`src/rtl/count_stream_checker_sat.sv`:
```
// Saturating up-counter with synchronous clear; clear has priority over increment.
// Latency: count updates on the edge after inc/clr; sat is decoded from the count register.
// Backpressure: none; increments at saturation are absorbed silently.
module sat_counter #(
   parameter int W = 8
) (
   input  logic         clk,
   input  logic         rst_n,
   input  logic         i_inc,
   input  logic         i_clr,
   output logic [W-1:0] o_count,
   output logic         o_sat
);

   logic [W-1:0] r_count;
   logic         w_full;

   assign w_full = &r_count;

   // Clear wins over increment; hold at all-ones once reached.
   always_ff @(posedge clk or negedge rst_n) begin
      if (!rst_n) begin
         r_count <= '0;
      end else if (i_clr) begin
         r_count <= '0;
      end else if (i_inc && !w_full) begin
         r_count <= r_count + 1'b1;
      end
   end

   assign o_count = r_count;
   // Sticky by construction: the count cannot leave all-ones except via clear/reset.
   assign o_sat   = w_full;

endmodule

```
`config.mk`:
```
export PLATFORM = sky130hd
export DESIGN_NAME = sat_counter
export DESIGN_NICKNAME = d
export VERILOG_FILES = /design/src/rtl/count_stream_checker_sat.sv
export SDC_FILE = /design/constraint.sdc
export NUM_CORES = 1
export LEC_CHECK = 0
export BUFFER_PORTS_ARGS = -buffer_cell sky130_fd_sc_hd__buf_2
export CAP_MARGIN = 10
export CORE_AREA = 4 4 41 43
export DETAILED_ROUTE_END_ITERATION = 7
export DIE_AREA = 0 0 45 47
export SETUP_SLACK_MARGIN = 0.2
export SYNTH_ARGS = -nofsm -noshare
export SYNTH_HDL_FRONTEND = slang
export SYNTH_SLANG_ARGS = --single-unit
```
`constraint.sdc`:
```
create_clock -name clk -period 2.2 [get_ports clk]
set_clock_uncertainty 0.1 [all_clocks]
set_input_delay 0.22 -clock clk [delete_from_list [all_inputs] [get_ports clk]]
set_output_delay 0.22 -clock clk [all_outputs]
set_load 0.02 [all_outputs]
```
# Yosys cells after proc, flatten, opt, wreduce, memory -nomap -nowiden
# Cells that the tools add are included.
[classes] n_addsub=1 reduce_logical=4 n_mux=2
[op_table] op="2-to-1 mux 8 bit" count=2
[op_table] op="adder 8 x 1 -> 8 bit, second input constant" count=1
[op_table] op="AND reduction 8 bit" count=1
[op_table] op="nonzero test 2 bit" count=1
[op_table] op="logical AND 1 bit" count=1
[op_table] op="logical NOT 1 bit" count=1
[word_totals] output_inout_bits=9 reg_bits=8 elab_cells=8 inputBits=4

# Logic depth before layout (Yosys ltp)
# Gate-level depths: netlist of run 1.
[depth] ltp_word=5 mapped_depth=4 ltp_nobuf=4

# Worst setup path before layout of run 1
# No wires, ideal clock.
[synth_path] kind="register -> register" startpoint="register r_count[0] (netlist: o_count[0])" endpoint="register r_count[0] (netlist: o_count[0])" setup_time_ps=125 stages_incl_launch_ff=5 n_path_buf=0 t_required_ps=1975 synth_period_minus_slack_ps=1622 path_slack_ps=578 arrival_ps=1397 path_cell_list="dfrtp_1 -> ha_1 -> and4_4 -> a21boi_4 -> mux2_4"
[synth_between] elab_chain_len=4
[synth_rtl] item="start, declared" line="15" text="logic [W-1:0] r_count;"
[synth_rtl] item="start signal, assigned" line="27" text="r_count <= r_count + 1'b1;"
[synth_rtl] item="parallel branches: the longest is 4 deep, another holds adder 8 x 1 -> 8 bit"
# Several ways; the timed one is not identified. The select of a mux whose other input is x is not followed.
# A chain may end at the register's enable or synchronous reset.

# Final worst setup path of run 1
[layout_path] startpoint="register r_count[0] (netlist: o_count[0])" endpoint="output o_sat"
[layout_between] elab_chain_len=1
[layout_rtl] item="AND reduction 8 bit" line="18" text="assign w_full = &r_count;"
[layout_rtl] item="end, declared" line="12" text="output logic o_sat"
# No other way between the ends.

==> impl_results.md, run 1 <==
* PortBufs at 12
* Crit end category: output pin
* Setup CP Type: reg -> out
* CTS sink cnt at 8
* Post-CTS Setup Inserts at 0
* Total Routing Usage GR at ~12%
* Fill count at 139
* # diodes at 0
* Final Critical Period at approximately 1.8 ns
* Max reg flops at 8
* Warning count from the yosys run at 0
* Area of the die at 2120 um^2
* Grt ovf at 0
* Mux contribution to synthesized area at under 10%
* Die height at approximately 47 um
* Root Driver: clkbuf_4
* Initial antenna violation count at 0
* Dpl hpwl at 723 um
* Max FO, Critical Path at 6
* Reg2Reg Capture Point: o_count[0]
* VDD IR max at 0.000261 V
* Hold path startpoint: i_clr
* Num ports at 13
* Final setup fails at 0
* R2R Path Start: o_count[0]
* Compound-cell area share of the yosys netlist at 18.2%
* #FFs+latches synth at 8
* Worst-path clk slew at 0.05 ns
* CP cell instances: ha_1 -> and4_4 -> nand2_1 -> inv_1 -> buf_2
* Max frequency at 552 MHz
* Register area share after synthesis at 42.1%
* Pre-antenna DRT Iters at 4
* Die width at 45 um
* Via count at 411
* Final WL at between 1 and 1.5 mm
* Slowest cell on the critical path: dfrtp_1
* Fin. max-slew vios at 0
* Syn Area/Cell at 10.6 um^2
* Max-cap violations at 0
* Synthesized instance count at 45
* Number of synthesized flops with an enable pin at 0
* CTS buffer count at 3
* Simple-gate portion of the synthesized area at 26.3%
* Fin util at 43.7%
* Count of cell types in the netlist at 26
* Cell total after placement at 70
* Layout Cells excl Fill at 74
* Hold Path Sink: o_count[7]
* Synth Area in Adders at 2.63%
* Actual slew at the worst max-slew pin at 0.263 ns
* Core ar. at 1300 um^2
* Row count at 13
* Top post-synthesis cells by area: dfrtp_1 42%, a21oi_1 5.3%, a21boi_4 3.9%
* Count leader, synth: dfrtp_1
* Hold Crit Depth at 2
* DR DRC count at 0
* PD cells at 529 nW/um^2
* Nets at 66
* CTS HTree Levels at 1
* Vias per cell at 5.55
* Largest net degree at the start of global routing at 11
* Critical Path Max Stage Delay at 0.42 ns
* Routed WL per cell at 13.6 um
* Synth Area in XOR/XNOR at 0%
* Bufs on Longest Clock Path at 2
* Worst-Skew Late Latency at 0.25 ns
* Period utilization at 82.4%
* Run status: finished clean
* Slew headroom at a little over 80%
* Post-Syn Area at 475 um^2
* Post-synth net total at 50
* Vias in the first global route at 416
* Initial Util at 36.5%
* R2r setup slk at 0.60 ns
* Worst Hold Class: in -> reg
* Leak pwr at 0.285 nW
* Hold Vio Cnt, Final at 0
* GP Congestion at 0.731
* Commonest cells post-synth: 8 x dfrtp_1, 5 x a21oi_1, 3 x nand4_1
* WP buf/inv at 2
* R2R depth at 4
* Delay-heaviest family, CP: flip-flops
* CTS tree: yes
* Ratio of cells with drive above 1 in the final layout at 35.6%
* FFs w/ async S/R, synth at 100%
* Setup_tns at 0 ns
* Largest family of logic cells by synthesized area: simple AND/OR/NAND/NOR gates
* 1st-iter DRT viols at 6
* CP Launch Type: flop
* Critical Path RT at 1.88 ns
* P&R area growth vs syn at 19.5%
* Final ANT Viol Nets at 0
* First-pass GRT wire length at 1.73 mm
* Post-synth top flop: dfrtp_1
* RSZ-0062 raised after global routing: no
* Leading area contributor after synthesis: dfrtp_1
* Synth top area share at 42.1%
* WP data arrival at 1.49 ns
==> per-layer routing <==
metal / share of wire, % / track usage, % / vias up
met5: 0 / 0 / -
met4: 0 / 3.51 / 0
met3: 8.1 / 6.51 / 0
met2: 46 / 18.9 / 13
met1: 46 / 12.8 / 196
li1: - / - / 202
==> worst max-delay path by stage <==
stage | startpoint | end | slack, ns | cells past startpoint
finish | o_count[0] | o_sat | 0.39 | 5
global route | o_count[0] | o_sat | 0.29 | 5
CTS | o_count[0] | o_sat | 0.37 | 5
detailed placement | o_count[0] | o_count[0] | 0.61 | 4
global placement | o_count[0] | o_count[0] | 0.64 | 4
floorplan | o_count[0] | o_count[0] | 0.58 | 4
==> placed cells by master, fill, tap and decap left out <==
cell           netlist  final
and4_4               1      1
a31oi_1              2      2
a21boi_4             1      1
and4b_1              1      1
dfrtp_1              8      8
mux2_4               1      1
o31ai_1              1      1
mux2i_1              1      1
ha_1                 1      1
nand4_1              3      3
clkbuf_4             0      3
nand2b_1             2      2
nor4_1               1      1
inv_1                2      2
buf_2                0     12
nand4b_1             1      1
and2b_1              1      1
a21oi_1              5      5
o21bai_1             1      1
a211oi_1             2      2
and4_2               1      1
dlygate4sd3_1        0      1
and3_2               1      1
and3_4               1      1
nor2_1               1      1
nand2_1              2      2
nor3_1               2      2
==> worst reg2reg max path, stage by stage, from the launching register on <==
cell and delay [ns]:
dfrtp_1 0.43, ha_1 0.26, and4_4 0.21, a21boi_4 0.18, mux2_4 0.31
==> repair_timing <==
| item | in CTS | in global routing |
|---|---|---|
| gates resized for setup | 0 | 0 |
| hold endpoints to repair | 8 | 0 |
| hold buffers | 1 | 0 |
==> final cells by class <==
type                    count  area, um^2  share of cell area, %
clock buffers               3        22.5                   3.96
well taps                  15        18.8                   3.30
inverters                   2        7.51                   1.32
flip-flops and latches      8         200                   35.2
repair buffers             13        70.1                   12.3
multi-input cells          33         249                   43.8
==> cells by family (layout without fill, tap and decap cells) <==
group,after synthesis,after routing
multiplexers,2,2
adder cells (fa/ha/maj),1,1
AO/OA/AOI/OAI,12,12
flip-flops,8,8
AND/OR/NAND/NOR,18,18
buffers and inverters,4,18
==> power breakdown <==
part | switching, mW | internal (mW) | leakage [nW]
registers | 0.00502 | 0.151 | 0.110
clock network | 0.0502 | 0.0624 | 0.0138
logic | 0.0172 | 0.0146 | 0.161
==> metrics by stage <==
step	total power [mW]	worst slack, ns	area (um^2)	hold slack (ns)
floorplan	0.177	0.578	475	-0.176
global placement	0.189	0.640	536	-0.0236
detailed placement	0.189	0.607	536	-0.0253
CTS	0.308	0.366	568	0.149
global route	0.316	0.289	568	0.177
finish	0.300	0.387	568	0.154
Power figures use the tool's default switching activity.
==> run 2, diff against run 1 <==
==> constraint.sdc (replaced) <==
create_clock -name clk -period 1.6 [get_ports clk]
set_clock_uncertainty 0.1 [all_clocks]
set_input_delay 0.16 -clock clk [delete_from_list [all_inputs] [get_ports clk]]
set_output_delay 0.16 -clock clk [all_outputs]
set_load 0.02 [all_outputs]
==> run 2 against run 1 <==
Effect of this change:
- global-route usage up 1.7 points
- cell count up 9.5%
- total power grew 44%
- largest power group unchanged
==> impl_results.md, run 2 (synthesis results as in run 1) <==
* Actual slew at the worst max-slew pin at 0.244 ns
* CP Launch Type: flop
* CP cell instances: ha_4 -> and4_4 -> nand2_4 -> inv_2 -> buf_6
* Crit end category: output pin
* FF+latch area at 203 um^2
* Run status: finished clean
* Grt ovf at 0
* P&R area growth vs syn at 42.6%
* Final Total Pwr at 0.432 mW
* Initial antenna violation count at 0
* Final worst setup slack at 0.0976 ns
* Vias in the first global route at between 400 and 500
* Die width at 45 um
* Num ports at 13
* Worst-Skew Late Latency at 0.25 ns
* Leak pwr at 0.336 nW
* Post-place setup slack at ~0.10 ns
* Critical Path Max Stage Delay at 0.42 ns
* Layout Cells excl Fill at 81
* Fin. max-slew vios at 0
* Pre-antenna DRT Iters at 4
* Most frequent cells in the layout: 11 x buf_2, 7 x buf_4, 6 x dfrtp_1
* Area of the die at roughly 2100 um^2
* Final Critical Period at 1.50 ns
* Slew headroom at 83.7%
* Total Routing Usage GR at 13.2%
* Slowest cell on the critical path: dfrtp_2
* Core ar. at between 1000 and 1500 um^2
* Routed WL per cell at 15.0 um
* # diodes at 0
* VDD IR max at 0.000464 V
* Cell total after placement at 72
* Vias per cell at around 5.7
* PortBufs at 12
* Fill count at 128
* WP data arrival at 1.24 ns
* PD cells at 637 nW/um^2
* Final setup fails at 0
* Hold Vio Cnt, Final at 0
* Worst Hold Class: in -> reg
* Final ANT Viol Nets at 0
* Setup_tns at 0 ns
* DR DRC count at 0
* Ratio of cells with drive above 1 in the final layout at 56.1%
* Max-cap violations at 0
* Setup CP Type: reg -> out
* Delay-heaviest family, CP: flip-flops
* WP buf/inv at 2
* Nets at 73
* First-pass GRT wire length at 1.95 mm
* Root Driver: clkbuf_4
* Max frequency at 666 MHz
* Initial Util at around 37%
* Max FO, Critical Path at 3
* Row count at 13
* Fin util at around 52%
* CTS sink cnt at 8
* Critical Path RT at 1.34 ns
* Footprint of the multi-input gates at approximately 300 um^2
* CTS HTree Levels at 1
* Bufs on Longest Clock Path at 2
* Dpl hpwl at 808 um
* Largest net degree at the start of global routing at 11
* Die height at 47 um
* Via count at 463
* Worst-path clk slew at around 0.060 ns
* GP Congestion at 0.718
* RSZ-0062 raised after global routing: yes
* Most common cell after layout, fill and taps aside: buf_2
* 1st-iter DRT viols at 18
* CTS tree: yes
* CTS buffer count at 3
* Final WL at ~1.2 mm
* Max reg flops at 8
* Period utilization at between 90% and 100%
run 2: worst register-to-register path, stage by stage (launching register included):
cell and delay (ns):
dfrtp_2 0.42, ha_4 0.16, buf_4 0.13, and3_2 0.22, and4b_1 0.20, nor3_2 0.15
run 2: repair_timing:
action                                 CTS  global route
hold buffers                             1             0
endpoints found under the hold margin    8             0
buffers inserted                         5             0
pin swaps                                2             4
resized for setup                        5             5
setup endpoints to repair                2             7
run 2: metal layers:
layer	track usage, %	wire, um	share of wire, %
met1	15.1	508	42
met2	21.5	581	48
met3	3.83	95	7.8
met4	8.77	27	2.2
met5	0	0	0
run 2: path summary, 6_finish.rpt:
kind	slack, ns	from	depth (start not counted)	end
worst min register to register	0.50	o_count[3]	2	o_count[3]
worst max-delay path	0.1	o_count[0]	5	o_sat
max in group asynchronous	1.04	rst_n	2	o_count[0]
worst min-delay path	0.08	i_clr	2	o_count[7]
worst max register to register	0.14	o_count[0]	5	o_count[6]
min in group asynchronous	0.18	rst_n	2	o_count[5]
run 2: cell type report:
| class | count | share of cell area (%) |
|---|---|---|
| sequential | 8 | 29.9 |
| multi-input combinational | 33 | 43.9 |
| inverter | 2 | 1.11 |
| timing repair buffer | 20 | 19.0 |
| tap | 15 | 2.77 |
| clock buffer | 3 | 3.32 |
run 2: power by group:
part	leakage [nW]	total (mW)	internal, mW	switching, mW
logic	0.215	0.0579	0.0285	0.0294
registers	0.107	0.213	0.208	0.00540
clock network	0.0138	0.161	0.0863	0.0745
run 2: through the flow:
stage	hold WS, ns	area, um^2
2_1_floorplan	-0.236	490
3_5_place_dp	-0.0805	566
4_1_cts	0.0826	649
5_1_grt	0.0954	678
3_3_place_gp	-0.0828	566
6_report	0.0803	678
==> run 3, diff against run 2 <==
--- a/config.mk
+++ b/config.mk
@@ -7,9 +7,10 @@
 export LEC_CHECK = 0
 export BUFFER_PORTS_ARGS = -buffer_cell sky130_fd_sc_hd__buf_2
 export CAP_MARGIN = 10
-export CORE_AREA = 4 4 41 43
+export CORE_AREA = 2 2 39 41
+export CTS_BUF_LIST = sky130_fd_sc_hd__clkbuf_16
 export DETAILED_ROUTE_END_ITERATION = 7
-export DIE_AREA = 0 0 45 47
+export DIE_AREA = 0 0 41 43
 export SETUP_SLACK_MARGIN = 0.2
 export SYNTH_ARGS = -nofsm -noshare
 export SYNTH_HDL_FRONTEND = slang
==> run 3 against run 2 <==
Effect of this change:
- maximum frequency grew 2.3%
- cell area rose by 8.3%
- cell count unchanged
- sequential share of layout area fell by 2.3 points
- clock-buffer cell count did not move
- highest routed layer unchanged
- critical path type unchanged
==> impl_results.md, run 3 (synthesis results as in run 1) <==
* Vias in the first global route at 417
* Initial Util at 34.4%
* Bufs on Longest Clock Path at 2
* Worst-Skew Late Latency at 0.23 ns
* Dpl hpwl at 759 um
* GP Congestion at approximately 0.72
* Max reg flops at 8
* Final WL at 1.20 mm
* # diodes at 0
* Actual slew at the worst max-slew pin at about 0.23 ns
* Largest net degree at the start of global routing at 11
* Slew headroom at 84.8%
* Via count at about 450
* Final ANT Viol Nets at 0
* Fill count at 134
* PD cells at 939 nW/um^2
* Ratio of cells with drive above 1 in the final layout at approximately three fifths
* Most frequent cells in the layout: 11 x buf_2, 6 x dfrtp_1, 6 x buf_4
* Worst Hold Class: in -> reg
* Max-cap violations at 0
* Setup_tns at 0 ns
* RSZ-0062 raised after global routing: yes
* Delay-heaviest family, CP: flip-flops
* FF+latch area at a little over 200 um^2
* Die height at 43 um
* Leak pwr at about 0.35 nW
* Period utilization at between 90% and 100%
* Crit end category: output pin
* CP Launch Type: flop
* Final setup fails at 0
* Row count at 14
* VDD IR max at 0.000474 V
* Num ports at 13
* Grt ovf at 0
* Critical Path RT at 1.34 ns
* WP data arrival at 1.21 ns
* Total Routing Usage GR at 16.6%
* Footprint of the multi-input gates at ~300 um^2
* Run status: finished clean
* Pre-antenna DRT Iters at 5
* Hold Vio Cnt, Final at 0
* Nets at 72
* CP cell instances: ha_4 -> and4_4 -> nand2_4 -> inv_2 -> buf_6
* Final Critical Period at 1.47 ns
* CTS tree: yes
* 1st-iter DRT viols at 5
* Most common cell after layout, fill and taps aside: buf_2
* Routed WL per cell at 14.8 um
* Cell total after placement at 72
* Setup CP Type: reg -> out
* Area of the die at 1760 um^2
* Initial antenna violation count at 0
* First-pass GRT wire length at approximately 1.9 mm
* CTS buffer count at 3
* R2r setup slk at approximately 0.15 ns
* Worst-path clk slew at about 0.040 ns
* DR DRC count at 0
* P&R area growth vs syn at 54.5%
* Critical Path Max Stage Delay at 0.42 ns
* Die width at 41 um
* PortBufs at 12
* Max frequency at approximately 680 MHz
* Vias per cell at 5.60
* WP buf/inv at 2
* CTS HTree Levels at 1
* Core ar. at 1380 um^2
* Slowest cell on the critical path: dfrtp_2
* Fin. max-slew vios at 0
* Max FO, Critical Path at 3
* Root Driver: clkbuf_16
* Layout Cells excl Fill at 81
* CTS sink cnt at 8
==> run 3: cell types whose count changed in the layout (fill, tap and decap cells not counted), sizes merged <==
cell  previous run  this run
buf             19        18
==> run 3: worst reg2reg max path, stage by stage (launching register included) <==
cell and delay (ns):
dfrtp_2 0.42, ha_4 0.16, and4_4 0.19, a21boi_4 0.16, mux2_4 0.31
==> run 3: cell type report <==
| class | count | area share (%) |
|---|---|---|
| Multi-Input combinational cell | 33 | 41.9 |
| Sequential cell | 8 | 27.6 |
| Timing Repair Buffer | 19 | 16.5 |
| Clock buffer | 3 | 10.2 |
| Tap cell | 16 | 2.73 |
| Inverter | 2 | 1.02 |
==> run 3: per-layer routing <==
layer	up-vias	track usage (%)	routed length (um)
met2	15	23.4	618
met3	2	5.24	55
met1	219	21.0	510
li1	218	-	-
met5	-	0	0
met4	0	10.0	12
==> run 3: what timing repair did <==
action,in CTS,in global routing
hold buffers,1,0
hold endpoints to repair,8,0
setup buffers,5,0
pin swaps,2,4
gates resized for setup,6,6
setup endpoints to repair,2,7
cloned,0,0
==> run 3: report_power, final <==
group / total [mW] / internal (mW) / switching [mW]
Combinational: 0.0583 / 0.0280 / 0.0302
Clock: 0.417 / 0.322 / 0.0949
Sequential: 0.215 / 0.209 / 0.00558
==> run 3: metrics by stage <==
stage	setup slack [ns]	hold WS, ns	instance area [um^2]	util, %	power (mW)
3_5_place_dp	0.112	-0.0824	559	40.4	0.265
5_1_grt	0.0907	0.148	734	53.1	0.720
3_3_place_gp	0.126	-0.0818	559	40.4	0.265
4_1_cts	0.129	0.122	701	50.6	0.694
6_report	0.131	0.138	734	53.1	0.690
2_1_floorplan	0.0974	-0.236	490	-	0.248
==> run 3: path summary, 6_finish.rpt <==
path                            cells after the start         end        from
max in group asynchronous                           2  o_count[1]       rst_n
min in group asynchronous                           2  o_count[4]       rst_n
worst min register to register                      2  o_count[7]  o_count[7]
worst max-delay path                                5       o_sat  o_count[0]
worst max register to register                      4  o_count[0]  o_count[0]
worst min-delay path                                2  o_count[7]       i_clr
